==> src/rtl/board_turn_controller.sv <==
`timescale 1ns / 1ps
// board_turn_controller
//
// Turn sequencer for a 5x5 board game. Owns the board cell storage, the cursor
// and whose turn it is. Every legal placement is followed by a fixed-length win
// scan along four axes through the placed cell, and the outcome is reported to
// the match scorer. The display reads cells through a registered read port.
//
// Optional feature: define MOVE_TIMEOUT_EN to forfeit a turn after
// TIMEOUT_CYCLES idle cycles. Without it, IDLE waits indefinitely.
//
// Parameters:
//   WIN_LEN         run length that wins (3..5)
//   TIMEOUT_CYCLES  idle cycles before a turn is forfeited (MOVE_TIMEOUT_EN only)
//
// Ports:
//   clk, rst_n                   clock, synchronous active-low reset
//   btn_l/btn_r/btn_u/btn_d      single-cycle cursor-move pulses
//   place                        place current player's marker at the cursor
//   reset_game                   clear board, start a new game
//   rd_row, rd_col -> rd_cell    registered display read (00 empty, 01 P1, 10 P2)
//   cursor_row, cursor_col       cursor position 0..4
//   player1_turn, player2_turn   one-hot turn LEDs, both 0 when the game is over
//   game_finished                one-cycle pulse on game end
//   last_winner                  0 = P1, 1 = P2
//   draw                         last game ended on a full board with no winner
//   invalid_move                 one-cycle pulse when place hits an occupied cell
//   busy                         high during the win scan
module board_turn_controller #(
  parameter int unsigned WIN_LEN        = 4,
  parameter int unsigned TIMEOUT_CYCLES = 1_000_000_000
) (
  input  logic       clk,
  input  logic       rst_n,
  input  logic       btn_l,
  input  logic       btn_r,
  input  logic       btn_u,
  input  logic       btn_d,
  input  logic       place,
  input  logic       reset_game,
  input  logic [2:0] rd_row,
  input  logic [2:0] rd_col,
  output logic [1:0] rd_cell,
  output logic [2:0] cursor_row,
  output logic [2:0] cursor_col,
  output logic       player1_turn,
  output logic       player2_turn,
  output logic       game_finished,
  output logic       last_winner,
  output logic       draw,
  output logic       invalid_move,
  output logic       busy
);

  if (WIN_LEN < 3 || WIN_LEN > 5 || TIMEOUT_CYCLES == 0) begin : gen_bad_params
    $error("board_turn_controller: WIN_LEN must be 3..5 and TIMEOUT_CYCLES nonzero");
  end

  localparam int unsigned Span    = 2 * WIN_LEN - 1;
  localparam logic [3:0]  OffLast = 4'(Span - 1);
  localparam logic [2:0]  WinLen3 = 3'(WIN_LEN);

  typedef enum logic [1:0] {StIdle, StCheck, StResolve, StDone} state_e;

  state_e     state_q;
  logic [1:0] board_q [25];
  logic [2:0] cur_row_q, cur_col_q;
  logic [2:0] prow_q, pcol_q;
  logic [4:0] move_cnt_q;
  logic       cur_p2_q;
  logic       starter_p2_q;
  logic [1:0] axis_q;
  logic [3:0] off_q;
  logic [2:0] run_q;
  logic       win_q;
  logic       game_finished_q, last_winner_q, draw_q, invalid_move_q;
  logic [1:0] rd_cell_q;

`ifdef MOVE_TIMEOUT_EN
  localparam logic [31:0] TimeoutLast = 32'(TIMEOUT_CYCLES - 1);
  logic [31:0] idle_cnt_q;
`else
  // No idle timer: IDLE waits indefinitely for input.
`endif

  logic [1:0] player_code;
  logic [4:0] cur_idx;
  logic       cur_empty;
  logic [4:0] rd_idx;
  logic       rd_in_range;
  logic [1:0] rd_data;

  assign player_code = cur_p2_q ? 2'b10 : 2'b01;
  assign cur_idx     = {2'b00, cur_row_q} * 5'd5 + {2'b00, cur_col_q};
  assign cur_empty   = (board_q[cur_idx] == 2'b00);
  assign rd_in_range = (rd_row < 3'd5) && (rd_col < 3'd5);
  assign rd_idx      = {2'b00, rd_row} * 5'd5 + {2'b00, rd_col};
  assign rd_data     = rd_in_range ? board_q[rd_idx] : 2'b00;

  // Win-scan datapath: one cell per cycle at offset k along the current axis.
  int         k_s, dr_s, dc_s, tr_s, tc_s;
  logic       in_bounds;
  logic [4:0] tgt_idx;
  logic [1:0] tgt_cell;
  logic       match;
  logic [2:0] run_base, run_next;
  logic       hit;

  always_comb begin
    k_s = int'(off_q) - (int'(WIN_LEN) - 1);
    case (axis_q)
      2'd0:    begin dr_s = 0; dc_s = 1;  end
      2'd1:    begin dr_s = 1; dc_s = 0;  end
      2'd2:    begin dr_s = 1; dc_s = 1;  end
      default: begin dr_s = 1; dc_s = -1; end
    endcase
    tr_s      = int'(prow_q) + dr_s * k_s;
    tc_s      = int'(pcol_q) + dc_s * k_s;
    in_bounds = (tr_s >= 0) && (tr_s <= 4) && (tc_s >= 0) && (tc_s <= 4);
    tgt_idx   = in_bounds ? 5'(tr_s * 5 + tc_s) : 5'd0;
    tgt_cell  = board_q[tgt_idx];
    match     = in_bounds && ((k_s == 0) || (tgt_cell == player_code));
    // Run restarts at the first offset of every axis.
    run_base  = (off_q == 4'd0) ? 3'd0 : run_q;
    run_next  = match ? run_base + 3'd1 : 3'd0;
    hit       = (run_next >= WinLen3);
  end

  always_ff @(posedge clk) begin
    if (!rst_n) begin
      state_q         <= StIdle;
      for (int i = 0; i < 25; i++) board_q[i] <= 2'b00;
      cur_row_q       <= 3'd2;
      cur_col_q       <= 3'd2;
      prow_q          <= 3'd0;
      pcol_q          <= 3'd0;
      move_cnt_q      <= 5'd0;
      cur_p2_q        <= 1'b0;
      starter_p2_q    <= 1'b0;
      axis_q          <= 2'd0;
      off_q           <= 4'd0;
      run_q           <= 3'd0;
      win_q           <= 1'b0;
      game_finished_q <= 1'b0;
      last_winner_q   <= 1'b0;
      draw_q          <= 1'b0;
      invalid_move_q  <= 1'b0;
      rd_cell_q       <= 2'b00;
`ifdef MOVE_TIMEOUT_EN
      idle_cnt_q      <= 32'd0;
`endif
    end else begin
      game_finished_q <= 1'b0;
      invalid_move_q  <= 1'b0;
      rd_cell_q       <= rd_data;

      if (reset_game) begin
        // New game: the player who did not start the previous game goes first.
        state_q      <= StIdle;
        for (int i = 0; i < 25; i++) board_q[i] <= 2'b00;
        cur_row_q    <= 3'd2;
        cur_col_q    <= 3'd2;
        move_cnt_q   <= 5'd0;
        starter_p2_q <= ~starter_p2_q;
        cur_p2_q     <= ~starter_p2_q;
        axis_q       <= 2'd0;
        off_q        <= 4'd0;
        run_q        <= 3'd0;
        win_q        <= 1'b0;
`ifdef MOVE_TIMEOUT_EN
        idle_cnt_q   <= 32'd0;
`endif
      end else begin
        unique case (state_q)
          StIdle: begin
            if (place) begin
              if (cur_empty) begin
                board_q[cur_idx] <= player_code;
                prow_q           <= cur_row_q;
                pcol_q           <= cur_col_q;
                move_cnt_q       <= move_cnt_q + 5'd1;
                axis_q           <= 2'd0;
                off_q            <= 4'd0;
                run_q            <= 3'd0;
                win_q            <= 1'b0;
                state_q          <= StCheck;
              end else begin
                invalid_move_q <= 1'b1;
              end
            end else if (btn_u) begin
              cur_row_q <= (cur_row_q == 3'd0) ? 3'd4 : cur_row_q - 3'd1;
            end else if (btn_d) begin
              cur_row_q <= (cur_row_q == 3'd4) ? 3'd0 : cur_row_q + 3'd1;
            end else if (btn_l) begin
              cur_col_q <= (cur_col_q == 3'd0) ? 3'd4 : cur_col_q - 3'd1;
            end else if (btn_r) begin
              cur_col_q <= (cur_col_q == 3'd4) ? 3'd0 : cur_col_q + 3'd1;
            end
`ifdef MOVE_TIMEOUT_EN
            if (place && cur_empty) begin
              idle_cnt_q <= 32'd0;
            end else if (idle_cnt_q == TimeoutLast) begin
              idle_cnt_q <= 32'd0;
              cur_p2_q   <= ~cur_p2_q;
            end else begin
              idle_cnt_q <= idle_cnt_q + 32'd1;
            end
`endif
          end

          StCheck: begin
            run_q <= run_next;
            if (hit) win_q <= 1'b1;
            if (off_q == OffLast) begin
              off_q <= 4'd0;
              if (axis_q == 2'd3) begin
                // Outcome is registered here so it is valid during RESOLVE.
                state_q <= StResolve;
                if (win_q || hit) begin
                  game_finished_q <= 1'b1;
                  last_winner_q   <= cur_p2_q;
                  draw_q          <= 1'b0;
                end else if (move_cnt_q == 5'd25) begin
                  game_finished_q <= 1'b1;
                  draw_q          <= 1'b1;
                end
              end else begin
                axis_q <= axis_q + 2'd1;
              end
            end else begin
              off_q <= off_q + 4'd1;
            end
          end

          StResolve: begin
            if (win_q || (move_cnt_q == 5'd25)) begin
              state_q <= StDone;
            end else begin
              cur_p2_q <= ~cur_p2_q;
              state_q  <= StIdle;
`ifdef MOVE_TIMEOUT_EN
              idle_cnt_q <= 32'd0;
`endif
            end
          end

          StDone: begin
            state_q <= StDone;
          end

          default: state_q <= StIdle;
        endcase
      end
    end
  end

  assign rd_cell       = rd_cell_q;
  assign cursor_row    = cur_row_q;
  assign cursor_col    = cur_col_q;
  assign player1_turn  = (state_q != StDone) && !cur_p2_q;
  assign player2_turn  = (state_q != StDone) && cur_p2_q;
  assign game_finished = game_finished_q;
  assign last_winner   = last_winner_q;
  assign draw          = draw_q;
  assign invalid_move  = invalid_move_q;
  assign busy          = (state_q == StCheck);

endmodule
==> config.mk <==
export PLATFORM = sky130hd
export DESIGN_NAME = board_turn_controller
export DESIGN_NICKNAME = d
export VERILOG_FILES = /design/src/rtl/board_turn_controller.sv
export SDC_FILE = /design/constraint.sdc
export NUM_CORES = 1
export LEC_CHECK = 0
export BUFFER_PORTS_ARGS = -buffer_cell sky130_fd_sc_hd__buf_2
export CAP_MARGIN = 40
export CELL_PAD_IN_SITES_DETAIL_PLACEMENT = 0
export CELL_PAD_IN_SITES_GLOBAL_PLACEMENT = 1
export CORE_UTILIZATION = 46
export CTS_CLUSTER_DIAMETER = 100
export DETAILED_ROUTE_END_ITERATION = 12
export GPL_ROUTABILITY_DRIVEN = 0
export GPL_TIMING_DRIVEN = 0
export PLACE_DENSITY = 0.76
export SETUP_SLACK_MARGIN = 0.4
export SYNTH_ARGS = -nofsm -noshare
export SYNTH_HDL_FRONTEND = slang
export SYNTH_SLANG_ARGS = --single-unit
export TNS_END_PERCENT = 5
==> constraint.sdc <==
create_clock -name clk -period 6.4 [get_ports clk]
set_input_delay 0.32 -clock clk [delete_from_list [all_inputs] [get_ports clk]]
set_output_delay 0.32 -clock clk [all_outputs]
set_load 0.1 [all_outputs]
---- Yosys cells after proc, flatten, opt, wreduce, memory -nomap -nowiden ----
Memories as Yosys holds them, arrays and structs flattened. A register that Yosys moved wholly into a read port is not among the register bits.
Cells that the tools add are included.
cells by class
  add/sub/neg operators ................... 14
  multiply operators ...................... 5
  $lt $le $gt $ge ......................... 7
  equality and inequality tests ........... 19
  mux-type cells .......................... 82
  bitwise logic cells ..................... 36
  reduce and logical (&&, ||, !) cells .... 41
operators by type and width
  cell                  count
  $mux 2                36
  $add 4x32->32         2
  $ge 32x1->1 const B   2
  $le 32x4->1 const B   2
  $pmux 32 s2           1
  $mux 3                12
  $logic_not 32->1      1
  $mul 32x4->5 const B  1
  $mul 32x5->32         1
  $or 1x1->1            25
  $mux 1                23
  $reduce_and 5->1      4
  $mux 4                3
  $reduce_and 4->1      3
  $not 1->1             11
  $add 5x3->5           2
  $mul 3x3->5 const B   2
  $mux 5                2
  $ne 2x2->1 const B    5
  $reduce_bool 2->1     5
  $add 3x1->3 const B   3
  $reduce_and 3->1      3
  $eq 2x2->1 const B    4
  $pmux 2 s4            1
  other kinds (29)      50
storage, ports and cells
  register bits ........................... 35
  memory bits (writable) .................. 50
  input port bits ......................... 14
  output and inout bits ................... 15
  word-level logic and storage cells ...... 221
  memories kept ........................... 1
memory list
  name     words  bits a word  read ports  clocked after memory_dff  write ports  line  RTL
  board_q  25     2            3           1                         25           66    logic [1:0] board_q [25];

---- Logic depth before layout (Yosys ltp) ----
An unclocked memory read counts as a cell.
  depth in word-level cells ............... 18
  depth in mapped cells ................... 28
  depth with buffers taken out ............ 27

---- Worst setup path before layout ----
No wires, ideal clock.
  path kind ............................... register to register
  from .................................... register off_q[1]
  to ...................................... register run_q[2]
  setup time .............................. 0.117 ns
  arrival ................................. 6.843 ns
  required time ........................... 6.283 ns
  slack ................................... -0.559 ns
  cell stages (with the launch flop) ...... 29
  path buffers ............................ 1
  period minus slack after synthesis ...... 6.959 ns
  cells stage by stage .................... dfxtp_1 -> ha_1 -> nor2b_1 -> nor2_1 -> nand2_1 -> inv_1 -> ha_1 -> fa_1 -> inv_1 -> fa_1 -> inv_1 -> ha_1 -> a21oi_1 -> o22ai_1 -> o21a_1 -> o21ai_0 -> nand2b_1 -> fa_1 -> and4b_1 -> nand4_1 -> or3_1 -> a2111oi_4 -> and3_1 -> buf_2 -> a221oi_1 -> o31ai_2 -> mux2i_1 -> a2111oi_4 -> a22o_1
on the way
  longest elaborated chain between the ends .. 14
  elaborated cells on any way between the ends .. 25
  classes of those cells .................. add/sub: 5; mul: 3; order compare: 4; eq/ne: 1; mux: 4; reduce/logical: 7; memory: 1
ends and longest elaborated chain
  what                                                    line  RTL
  from (decl)                                             73    logic [3:0] off_q;
  from (signal assigned)                                  231   off_q <= off_q + 4'd1;
  branches (longest 12 deep; another with $add 4x32->32)  n/a
  $mux 3 *                                                125   run_next = match ? run_base + 3'd1 : 3'd0;
  $pmux 3 s2 *                                            174   unique case (state_q)
  to (signal assigned)                                    212   run_q <= run_next;
  to (decl)                                               74    logic [2:0] run_q;
Every way passes the cells marked *.
A chain may end at the register's enable or synchronous reset.

---- Final worst setup path ----
  from .................................... register off_q[0]
  to ...................................... register run_q[0]
Same word-level chain as after synthesis.

==> impl_summary.log <==
INFO  metric status = complete, but fails checks
INFO  metric violations_in_the_final_reports = negative setup slack
INFO  metric timing.critical_path.from_type = flip-flop
INFO  metric cpLargestDelayFamily = adder cells
INFO  metric design.final.nets = 974
INFO  metric floorplan.initialDensity = a little under half
INFO  metric floorplan.core_area = approximately 17,000 sq um
INFO  metric critPathArrivalTime = around 7100 ps
INFO  metric powerDensity = roughly 190 nW/um^2
INFO  metric worstSetupPathType = reg -> reg
INFO  metric vias_in_the_first_global_route = 6,643
INFO  metric timing.final.crit_share = 106%
INFO  metric setup-violations-final = 7
INFO  metric tritoncts_num_sinks = 101
INFO  metric hpwlAfterDp = approximately 17 mm
INFO  metric min-delay-start = place
INFO  metric grt_pass1_wl = 35.8 mm
INFO  metric grt_remaining_overflow = 0
INFO  metric finalWorstPathRequiredPeriod = between 6000 and 7000 ps
INFO  metric synth_top_cell_by_area = edfxtp_1
INFO  metric clock_latency_of_the_later_clocked_register_in_the_worst_skew_pair = 360 ps
INFO  metric drt_pre_antenna_iters = 5
INFO  metric slowest_stage = fa_1
INFO  metric design_power_total = ~1700 uW
INFO  metric num_vias = around 6.7k
INFO  metric post-place-cells = 1,055
INFO  metric post-route-cell-area = 9190 sq um
INFO  metric clock_skew = roughly 11 ps
INFO  metric final-hold-violation-count = 0
INFO  metric worst_r2r_endpoint = run_q[0]
INFO  metric n_fill_cell = approximately 1.5k
INFO  metric hold_path_depth = 2
INFO  metric port_buffers = 25
INFO  metric worstPathBufferInverterCount = 4
INFO  metric rows = 47
INFO  metric critical-path-max-stage-delay = around 560 ps
INFO  metric worst_setup_hold_path_clk_slew = 70 ps
INFO  metric tightestPinTransition = 817 ps
INFO  metric die_boundary_width = 134 um
INFO  metric drt-total-wl = between 20 and 25 mm
INFO  metric height_of_the_die = 134 um
INFO  metric drc = 0
INFO  metric synthesis.area_per_instance = ~10 sq um
INFO  metric yosys-top-cells-area = edfxtp_1 (24%), ha_1 (10%), mux4_2 (10%)
INFO  metric peakVddDrop = 0.000194 V
INFO  metric reg2regPathDepth = 26
INFO  metric crit-reg2reg-launch = off_q[0]
INFO  metric fmaxAchievable = approximately 0.15 GHz
INFO  metric grt_antenna_before_repair = 0
INFO  metric via_density_per_instance = a little over 6
INFO  metric route.detailed.wl_per_inst = ~20 um
INFO  metric min_delay_worst_endpoint = invalid_move
INFO  metric endpoint_kind = flip-flop
INFO  metric synth.yosys.warnings = 0
INFO  metric timing.critical_path.mode_cell = fa_1
INFO  metric synth_cells = 808
INFO  metric synth_cell_types = 62
INFO  metric count_of_final_max_slew_check_failures = 0
INFO  metric cts_hold_buffers = 0
INFO  metric max_cap_violations = 0
INFO  metric timing.reg2reg.setup_slack = -410 ps
INFO  metric smallest_setup_slack_after_layout = -407 ps
INFO  metric fp.dieArea = 18,000 sq um
INFO  metric synth_async_sr_flop_share = 0%
INFO  metric number_of_flops_mapped_to_enable_cells_by_yosys = 64
INFO  metric crit_fanout = 6
INFO  metric worst_hold_path_type = in -> reg
INFO  metric max-clock-path-buffers = 2
INFO  metric synth.most_common_cell = nor2_1
INFO  metric synth.top_cells.by_count = nor2_1 (128), ha_1 (67), edfxtp_1 (64), nand2_1 (58), inv_1 (48)
INFO  metric track_usage = a little over a quarter
INFO  metric drtAntennaViolNets = 0
INFO  metric timing.critical_path.required = between 6000 and 7000 ps
INFO  metric seq_area_frac_synth = around a third
INFO  metric cts.root.buffer_cell = clkbuf_16
INFO  metric leakagePower = between 0.003 and 0.004 uW
INFO  metric synthToLayoutAreaGrowth = 14.3%
INFO  metric main_synth_ff_type = edfxtp_1
INFO  metric rel_slew_slack = between 40% and 50%
INFO  metric post_synth_instance_area = between 8000 and 9000 sq um
INFO  metric detail_route.iter0.violations = a little over 500
INFO  metric num_antenna_cells = 0
INFO  metric net_count_after_synthesis = slightly above 900
INFO  metric cts-buffers-inserted = 9
INFO  metric grt_setup_unrepaired = true
INFO  metric synth-seq-cells = between 100 and 150
INFO  metric yosys.area.top_type_share = a little under a quarter
INFO  metric htree_levels = 3
INFO  metric layoutNonFillerInstCount = roughly 1.1k
INFO  metric cts_tree = yes
INFO  metric grt_start_max_net_pins = 18
INFO  metric final_layout_size_suffix_gt1_share = 17.8%
INFO  metric placedInstanceArea = approximately 8600 sq um
INFO  metric num_io_pins = 29
how the worst max path moves through the flow:
stage / startpoint / cells past startpoint / endpoint / slack [ps]
floorplan: off_q[1] / 24 / run_q[1] / 80
global placement: off_q[0] / 25 / last_winner / -710
CTS: off_q[1] / 24 / run_q[0] / -410
detailed placement: off_q[0] / 25 / last_winner / -800
global route: off_q[0] / 25 / run_q[1] / -720
finish: off_q[0] / 26 / run_q[0] / -410
where the power goes:
part           internal, uW  leakage, uW  total, uW  switching, uW
logic                   186      0.00252        475            289
clock network           263     0.000126        512            249
registers               713     0.000984        738           24.7
cell families (layout without fill, tap and decap cells):
group	after synthesis	count (layout)	share of synthesized area (%)
simple gates	300	300	17.9
buf+inv	90	154	4.34
fa+ha+maj	93	93	16.9
mux	63	63	13.6
xor+xnor	26	26	3.00
compound gates	135	135	11.1
flops	101	101	33.1
sequential cells by signal, summed over array words and instances (netlist names):
name and flops:
starter_p2_q 1, board_q 64, off_q 4, axis_q 2
cur_p2_q 1, move_cnt_q 5, rd_cell 2, last_winner 1
state_q 2, prow_q 3, game_finished 1, cursor_col 3
run_q 3, pcol_q 3, invalid_move 1, win_q 1
cursor_row 3, draw 1
layout by cell type (no fill, tap or decap), drive strengths merged, types with 3 or more instances in the layout:
master and n:
nor2 128, and4b 3, fa 26, nor2b 19, nand2 58, a21o 11
xnor2 14, nand2b 15, mux4 37, and3 3, and2 3, a2111oi 5
nor4b 5, nor3 16, mux2i 24, inv 48, dfxtp 37, nand4 9
a31oi 3, a21oi 35, nor4bb 4, buf 56, clkbuf 44, xor2 11
o21bai 3, edfxtp 64, nand3 17, nand4b 5, a22o 3, clkinv 3
o21ai 44, ha 67, o211ai 7, clkinvlp 3, nor4 4, a211oi 4
layout make-up:
cell class | instances | area (sq um) | share of cell area [%]
tap | 220 | 275 | 2.99
multi-input combinational | 617 | 5300 | 57.6
sequential | 101 | 2670 | 29.0
clock inverter | 6 | 38.8 | 0.422
buffer | 42 | 185 | 2.01
inverter | 48 | 184 | 2.00
timing repair buffer | 48 | 314 | 3.42
clock buffer | 10 | 229 | 2.49
routing by layer:
metal / GRT usage (%) / part of all wire [%] / up-vias
li1: - / - / 3048
met1: 33.9 / 41 / 3259
met2: 43.3 / 48 / 293
met3: 4.01 / 6.6 / 60
met4: 10.4 / 3.5 / 0
met5: 0 / 0 / -
metrics by stage:
step                      utilization (%)  setup TNS (ps)  hold slack (ps)  setup WS [ps]
after global routing                 54.7           -4570              268           -717
after floorplan                         -               0              441           80.1
after CTS                            53.9           -2650              261           -412
after global placement               51.2           -4610              445           -715
final                                54.7           -2400              260           -407
after detailed placement             51.3           -5160              451           -796
timing repair:
item / CTS / global route
pin swaps: 26 / 22
setup buffers: 12 / 9
resized for setup: 16 / 11
endpoints found under the setup margin: 7 / 7
Power figures use the tool's default switching activity.
